==> src/rtl/rf_port_arbiter_if.sv <==
// One requester's command/response bundle toward the register-file arbiter.
// REQ_VALID/REQ_READY: a command transfers on the rising edge where both are high;
// the requester keeps REQ_VALID and payload steady until then. RSP_VALID is a one-cycle pulse.
interface rf_port_arbiter_if;
    logic        REQ_VALID;
    logic        REQ_READY;
    logic        REQ_WR;
    logic [2:0]  RS_ID;
    logic [2:0]  RT_ID;
    logic [2:0]  W_ID;
    logic [15:0] WDATA;
    logic        RSP_VALID;
    logic [15:0] RDATA1;
    logic [15:0] RDATA2;

    modport master (
        output REQ_VALID, REQ_WR, RS_ID, RT_ID, W_ID, WDATA,
        input  REQ_READY, RSP_VALID, RDATA1, RDATA2
    );

    modport slave (
        input  REQ_VALID, REQ_WR, RS_ID, RT_ID, W_ID, WDATA,
        output REQ_READY, RSP_VALID, RDATA1, RDATA2
    );
endinterface

==> src/rtl/rf_port_arbiter.sv <==
// Arbitrates the single register-file port between core (A) and debug/load (B),
// sequencing one command at a time: IDLE -> ISSUE -> (WAIT for reads) -> RESP.
module rf_port_arbiter #(
    parameter int unsigned PRIO_MODE = 0
) (
    input  logic               CLK,
    input  logic               RST,
    rf_port_arbiter_if.slave   a_if,
    rf_port_arbiter_if.slave   b_if,
    output logic [2:0]         RF_RS_ID,
    output logic [2:0]         RF_RT_ID,
    output logic [2:0]         RF_W_ID,
    output logic               RF_WE,
    output logic [15:0]        RF_WDATA,
    input  logic [15:0]        RF_RDATA1,
    input  logic [15:0]        RF_RDATA2,
    output logic [1:0]         state_dbg_o
);

    typedef enum logic [1:0] {
        S_IDLE  = 2'd0,
        S_ISSUE = 2'd1,
        S_WAIT  = 2'd2,
        S_RESP  = 2'd3
    } state_e;

    state_e      state_q, state_d;
    logic        pref_b_q;
    logic        wr_q, owner_q, rf_we_q;
    logic [2:0]  rs_q, rt_q, w_q;
    logic [15:0] wdata_q, rdata1_q, rdata2_q;

    logic        a_pref, idle_ok, a_ready, b_ready, hs;
    logic        a_rsp, b_rsp;
    logic        wr_d;
    logic [2:0]  rs_d, rt_d, w_d;
    logic [15:0] wdata_d;

    always_ff @(posedge CLK) begin
        if (RST) state_q <= S_IDLE;
        else     state_q <= state_d;
    end

    always_comb begin
        state_d = state_q;
        case (state_q)
            S_IDLE:  if (hs) state_d = S_ISSUE;
            S_ISSUE: state_d = wr_q ? S_RESP : S_WAIT;
            S_WAIT:  state_d = S_RESP;
            S_RESP:  state_d = S_IDLE;
            default: state_d = S_IDLE;
        endcase
    end

    // Preference flips to the port not granted last, unless A has fixed priority.
    always_comb begin
        a_pref  = (PRIO_MODE != 0) || !pref_b_q;
        idle_ok = (state_q == S_IDLE) && !RST;
        a_ready = idle_ok && a_if.REQ_VALID && (!b_if.REQ_VALID || a_pref);
        b_ready = idle_ok && b_if.REQ_VALID && (!a_if.REQ_VALID || !a_pref);
        hs      = a_ready || b_ready;
        a_rsp   = (state_q == S_RESP) && !owner_q;
        b_rsp   = (state_q == S_RESP) &&  owner_q;
    end

    always_comb begin
        wr_d    = b_ready ? b_if.REQ_WR : a_if.REQ_WR;
        rs_d    = b_ready ? b_if.RS_ID  : a_if.RS_ID;
        rt_d    = b_ready ? b_if.RT_ID  : a_if.RT_ID;
        w_d     = b_ready ? b_if.W_ID   : a_if.W_ID;
        wdata_d = b_ready ? b_if.WDATA  : a_if.WDATA;
    end

    // The command registers double as the RF drive, so ISSUE sees them one edge after the grant.
    always_ff @(posedge CLK) begin
        if (RST) begin
            pref_b_q <= 1'b0;
            wr_q     <= 1'b0;
            owner_q  <= 1'b0;
            rf_we_q  <= 1'b0;
            rs_q     <= '0;
            rt_q     <= '0;
            w_q      <= '0;
            wdata_q  <= '0;
            rdata1_q <= '0;
            rdata2_q <= '0;
        end else begin
            rf_we_q <= 1'b0;
            if (hs) begin
                pref_b_q <= a_ready;
                owner_q  <= b_ready;
                wr_q     <= wr_d;
                rf_we_q  <= wr_d;
                rs_q     <= rs_d;
                rt_q     <= rt_d;
                w_q      <= w_d;
                wdata_q  <= wdata_d;
            end
            if (state_q == S_WAIT) begin
                rdata1_q <= RF_RDATA1;
                rdata2_q <= RF_RDATA2;
            end
        end
    end

    assign a_if.REQ_READY = a_ready;
    assign b_if.REQ_READY = b_ready;
    assign a_if.RSP_VALID = a_rsp;
    assign b_if.RSP_VALID = b_rsp;
    assign a_if.RDATA1    = rdata1_q;
    assign a_if.RDATA2    = rdata2_q;
    assign b_if.RDATA1    = rdata1_q;
    assign b_if.RDATA2    = rdata2_q;

    assign RF_RS_ID    = rs_q;
    assign RF_RT_ID    = rt_q;
    assign RF_W_ID     = w_q;
    assign RF_WE       = rf_we_q;
    assign RF_WDATA    = wdata_q;
    assign state_dbg_o = state_q;

endmodule

==> src/flat_wrapper.sv <==
// flat-port wrapper written by rule: the top's interface ports become plain ports
module rf_port_arbiter_flat 
#(
    parameter int unsigned PRIO_MODE = 0
)
  (CLK, RST, RF_RS_ID, RF_RT_ID, RF_W_ID, RF_WE, RF_WDATA, RF_RDATA1, RF_RDATA2, state_dbg_o, a_if_REQ_VALID, a_if_REQ_WR, a_if_RS_ID, a_if_RT_ID, a_if_W_ID, a_if_WDATA, a_if_REQ_READY, a_if_RSP_VALID, a_if_RDATA1, a_if_RDATA2, b_if_REQ_VALID, b_if_REQ_WR, b_if_RS_ID, b_if_RT_ID, b_if_W_ID, b_if_WDATA, b_if_REQ_READY, b_if_RSP_VALID, b_if_RDATA1, b_if_RDATA2);
  rf_port_arbiter_if a_if_i ();
  rf_port_arbiter_if b_if_i ();
  input  logic CLK;
  input  logic RST;
  output logic [2:0] RF_RS_ID;
  output logic [2:0] RF_RT_ID;
  output logic [2:0] RF_W_ID;
  output logic RF_WE;
  output logic [15:0] RF_WDATA;
  input  logic [15:0] RF_RDATA1;
  input  logic [15:0] RF_RDATA2;
  output logic [1:0] state_dbg_o;
  input wire logic [$bits(a_if_i.REQ_VALID)-1:0] a_if_REQ_VALID;
  input wire logic [$bits(a_if_i.REQ_WR)-1:0] a_if_REQ_WR;
  input wire logic [$bits(a_if_i.RS_ID)-1:0] a_if_RS_ID;
  input wire logic [$bits(a_if_i.RT_ID)-1:0] a_if_RT_ID;
  input wire logic [$bits(a_if_i.W_ID)-1:0] a_if_W_ID;
  input wire logic [$bits(a_if_i.WDATA)-1:0] a_if_WDATA;
  output wire logic [$bits(a_if_i.REQ_READY)-1:0] a_if_REQ_READY;
  output wire logic [$bits(a_if_i.RSP_VALID)-1:0] a_if_RSP_VALID;
  output wire logic [$bits(a_if_i.RDATA1)-1:0] a_if_RDATA1;
  output wire logic [$bits(a_if_i.RDATA2)-1:0] a_if_RDATA2;
  input wire logic [$bits(b_if_i.REQ_VALID)-1:0] b_if_REQ_VALID;
  input wire logic [$bits(b_if_i.REQ_WR)-1:0] b_if_REQ_WR;
  input wire logic [$bits(b_if_i.RS_ID)-1:0] b_if_RS_ID;
  input wire logic [$bits(b_if_i.RT_ID)-1:0] b_if_RT_ID;
  input wire logic [$bits(b_if_i.W_ID)-1:0] b_if_W_ID;
  input wire logic [$bits(b_if_i.WDATA)-1:0] b_if_WDATA;
  output wire logic [$bits(b_if_i.REQ_READY)-1:0] b_if_REQ_READY;
  output wire logic [$bits(b_if_i.RSP_VALID)-1:0] b_if_RSP_VALID;
  output wire logic [$bits(b_if_i.RDATA1)-1:0] b_if_RDATA1;
  output wire logic [$bits(b_if_i.RDATA2)-1:0] b_if_RDATA2;
  assign a_if_i.REQ_VALID = a_if_REQ_VALID;
  assign a_if_i.REQ_WR = a_if_REQ_WR;
  assign a_if_i.RS_ID = a_if_RS_ID;
  assign a_if_i.RT_ID = a_if_RT_ID;
  assign a_if_i.W_ID = a_if_W_ID;
  assign a_if_i.WDATA = a_if_WDATA;
  assign a_if_REQ_READY = a_if_i.REQ_READY;
  assign a_if_RSP_VALID = a_if_i.RSP_VALID;
  assign a_if_RDATA1 = a_if_i.RDATA1;
  assign a_if_RDATA2 = a_if_i.RDATA2;
  assign b_if_i.REQ_VALID = b_if_REQ_VALID;
  assign b_if_i.REQ_WR = b_if_REQ_WR;
  assign b_if_i.RS_ID = b_if_RS_ID;
  assign b_if_i.RT_ID = b_if_RT_ID;
  assign b_if_i.W_ID = b_if_W_ID;
  assign b_if_i.WDATA = b_if_WDATA;
  assign b_if_REQ_READY = b_if_i.REQ_READY;
  assign b_if_RSP_VALID = b_if_i.RSP_VALID;
  assign b_if_RDATA1 = b_if_i.RDATA1;
  assign b_if_RDATA2 = b_if_i.RDATA2;
  rf_port_arbiter #(.PRIO_MODE(PRIO_MODE)) u_core (.CLK(CLK), .RST(RST), .a_if(a_if_i), .b_if(b_if_i), .RF_RS_ID(RF_RS_ID), .RF_RT_ID(RF_RT_ID), .RF_W_ID(RF_W_ID), .RF_WE(RF_WE), .RF_WDATA(RF_WDATA), .RF_RDATA1(RF_RDATA1), .RF_RDATA2(RF_RDATA2), .state_dbg_o(state_dbg_o));
endmodule
==> config.mk <==
export PLATFORM = sky130hd
export DESIGN_NAME = rf_port_arbiter_flat
export DESIGN_NICKNAME = d
export VERILOG_FILES = /design/src/rtl/rf_port_arbiter_if.sv /design/src/rtl/rf_port_arbiter.sv /design/src/flat_wrapper.sv
export SDC_FILE = /design/constraint.sdc
export NUM_CORES = 1
export LEC_CHECK = 0
export ABC_AREA = 1
export CORE_MARGIN = 8
export CORE_UTILIZATION = 31
export CTS_BUF_LIST = sky130_fd_sc_hd__clkbuf_8
export DETAILED_ROUTE_END_ITERATION = 16
export GPL_TIMING_DRIVEN = 1
export PLACE_DENSITY = 0.77
export SYNTH_ARGS = -nofsm -noshare
export SYNTH_HDL_FRONTEND = slang
export SYNTH_SLANG_ARGS = --single-unit
==> constraint.sdc <==
create_clock -name CLK -period 1.7 [get_ports CLK]
set_clock_uncertainty 0.05 [all_clocks]
set_input_delay 0.17 -clock CLK [delete_from_list [all_inputs] [get_ports CLK]]
set_output_delay 0.17 -clock CLK [all_outputs]
set_load 0.01 [all_outputs]
==> results.toml <==
[outcome]
status = "complete, no violations"

[routing]
via_count = 3446
via_per_inst = 4.69
finalWirelength_um = 10900
routedWlPerCell_um = 14.9
first_pass_iters = 4
drcViolationCount = 0
drt_iter0_drc = 298
ant_nets = 0

[logic_synthesis]
synth.distinct_cells = 20
yosys.area.top_type = "dfxtp_1"
yosys_register_bits = 63
synthCells = 442
syn_area_um2 = 3130
yosysWarnings = 0
synth_fp_nets = 535
ys_seq_area_frac = 0.402
synth_top_area_frac = 0.402
syn_area_per_cell_um2 = 7.09
synth_area_leaders = "dfxtp_1 (40%), nand3_1 (8.5%), nor2_1 (8.4%)"

[min_path]
min_path_cells = 3
hold-path-endpoint = "u_core.a_if.RDATA1[3]"
hold_start = "RF_RDATA1[3]"
hold_class = "input pin to flop"

[floorplanning]
core_um2 = 9770
die_x_um = 117
boundaryPins = 184
die-height_um = 117
rows = 36
initial_core_util = 0.321
fp.dieArea_um2 = 13600

[placed_design]
pre_cts_ws_ns = -0.193
portBuffers = 183
hpwl_um = 8360
place_congestion = 0.811
dpl_cell_area_um2 = 4930

[sta]
slew_headroom = 0.801
finalSetupViolCount = 0
hold_violations = 0
fmax_mhz = 622
period_needed_ns = 1.61
worst_slack_ns = 0.0919
whs_ns = 0.366
period_share = 0.946
worst_pin_slew_ns = 0.299
maxSlewViolCount = 0

[cells_and_area]
final_cell_mix = "clkdlybuf4s50_1 (179), nor2_1 (70), dfxtp_1 (63)"
areaGrowthSynthToFinish_pct = 66.6
nNetsFinal = 690
multi_input_area_um2 = 1280
final_cell_area_um2 = 5220
num-fill-cells = 903
final_common_cell = "clkdlybuf4s50_1"
seq_area_um2 = 1260
insertedDiodeCount = 0
layout-drive-gt1-share = 0.0880
final_util = 0.534

[setup_path]
cp_max_fo = 9
crit_chain = "inv_2, ha_4, inv_2, nor2_8, nand3_4, buf_4, nand2_4, clkbuf_16, nand3_1, a21oi_1"
cp.arrival_ns = 1.82
crit_start = "u_core.state_dbg_o[1]"
worstSetupEndpointType = "flop"
timing.reg2reg.setup_slack_ns = 0.09
timing.rr.end = "u_core.RF_WDATA[15]"
reg2reg_from = "u_core.state_dbg_o[1]"
cp_data_required_time_ns = 1.91
cp_slowest_cell = "dfxtp_1"
critical-path-top-delay-family = "buffers and inverters"
start_kind = "flop"
worstRegToRegCells = 10
crit_type = "flop to flop"
cp_num_buf_inv = 4
crit_top_cell = "inv_2"
slowest_delay_ns = 0.33

[clock_network]
cts_tree = "built"
h-tree-depth = 3
cts_hold_buf = 0
clock_tree.buffer_depth = 2
cts.reportedPaths.clkPinSlew_ns = 0.08
cts_made_buffers = 9
clock-sinks = 63
clk_latency_ns = 0.33
root_buffer = "clkbuf_8"

[global_routing]
grt_antenna_before_repair = 0
grt-ovfl-total = 0
grt_max_degree = 52
grt_usage = 0.151
grt_pass1_vias = 3309
grt_pass1_wl_um = 16300

[power_and_ir_drop]
p_total_mw = 6.80
p_per_area_nw_per_um2 = 1300
p_leak_nw = 2.27
ir_worst_vdd_mv = 0.531

[job]
maxCapViolCount = 0
## timing repair
item                                   CTS  global route
pin swaps                                0             1
setup endpoints to repair               32            31
endpoints found under the hold margin    0             0
buffers inserted                         0             2
gates resized for setup                 11            22
cloned                                   0             2
## cells in the mapped netlist (all sizes together)
cell     n
a21oi   25
buf     47
clkbuf  15
dfxtp   63
ha       5
inv     63
nand2   36
nand3   55
nand4   25
nor2    71
o21ai   35
o31ai    1
or2      1
## worst max path at each step
stage	end	slack [ns]	cells past startpoint
3_5_place_dp	u_core.RF_WDATA[11]	-0.19	8
5_1_grt	u_core.RF_RT_ID[1]	-0.01	10
3_3_place_gp	u_core.RF_WDATA[9]	-0.16	8
2_1_floorplan	u_core.RF_WDATA[0]	0.03	9
6_report	u_core.RF_WDATA[15]	0.09	10
4_1_cts	u_core.RF_RS_ID[0]	-0.09	9
## layer usage
metal  up-vias  track usage  wire length [um]
met1      1555        0.169              4490
li1       1691            -                 -
met5         -            0                 0
met4         0       0.0751               277
met3        21       0.0471              1170
met2       179        0.253              4980
## final cells by class
type,count,area share
Clock inverter,7,0.00791
Multi-Input combinational cell,254,0.246
Sequential cell,63,0.242
Tap cell,133,0.0319
Inverter,63,0.0453
Timing Repair Buffer,206,0.404
Clock buffer,9,0.0237
## worst register-to-register path: stages (launching register included)
cell,delay [ns]
dfxtp_1,0.33
inv_2,0.09
ha_4,0.13
inv_2,0.05
nor2_8,0.15
nand3_4,0.10
buf_4,0.17
nand2_4,0.10
clkbuf_16,0.16
nand3_1,0.07
a21oi_1,0.14
## kinds of logic (layout without fill, tap and decap cells)
kind of cell	count (synthesis)	in the layout	share of synthesized area
AND/OR/NAND/NOR	188	188	0.277
buffers and inverters	125	285	0.202
flip-flops	63	63	0.402
AO/OA/AOI/OAI	61	61	0.0982
adder cells (fa/ha/maj)	5	5	0.0200
## registers in the layout, indices dropped and copies added (netlist names)
| name | cells |
|---|---|
| u_core.RF_WE | 1 |
| u_core.owner_q | 1 |
| u_core.RF_WDATA | 16 |
| u_core.pref_b_q | 1 |
| u_core.a_if.RDATA1 | 16 |
| u_core.RF_RT_ID | 3 |
| u_core.a_if.RDATA2 | 16 |
| u_core.state_dbg_o | 2 |
| u_core.RF_RS_ID | 3 |
| u_core.wr_q | 1 |
| u_core.RF_W_ID | 3 |
## per-stage QoR
step | cells | setup TNS (ns)
after floorplan | 442 | 0
after global placement | 715 | -6.42
after detailed placement | 715 | -7.66
after CTS | 731 | -1.72
after global routing | 735 | -0.0108
final | 735 | 0
## power breakdown
group / internal [mW] / switching [mW] / leakage (nW)
clock network: 0.514 / 0.571 / 0.0822
logic: 1.90 / 1.61 / 1.67
registers: 1.91 / 0.294 / 0.516
Note: power is estimated with default switching activity, not from simulation.
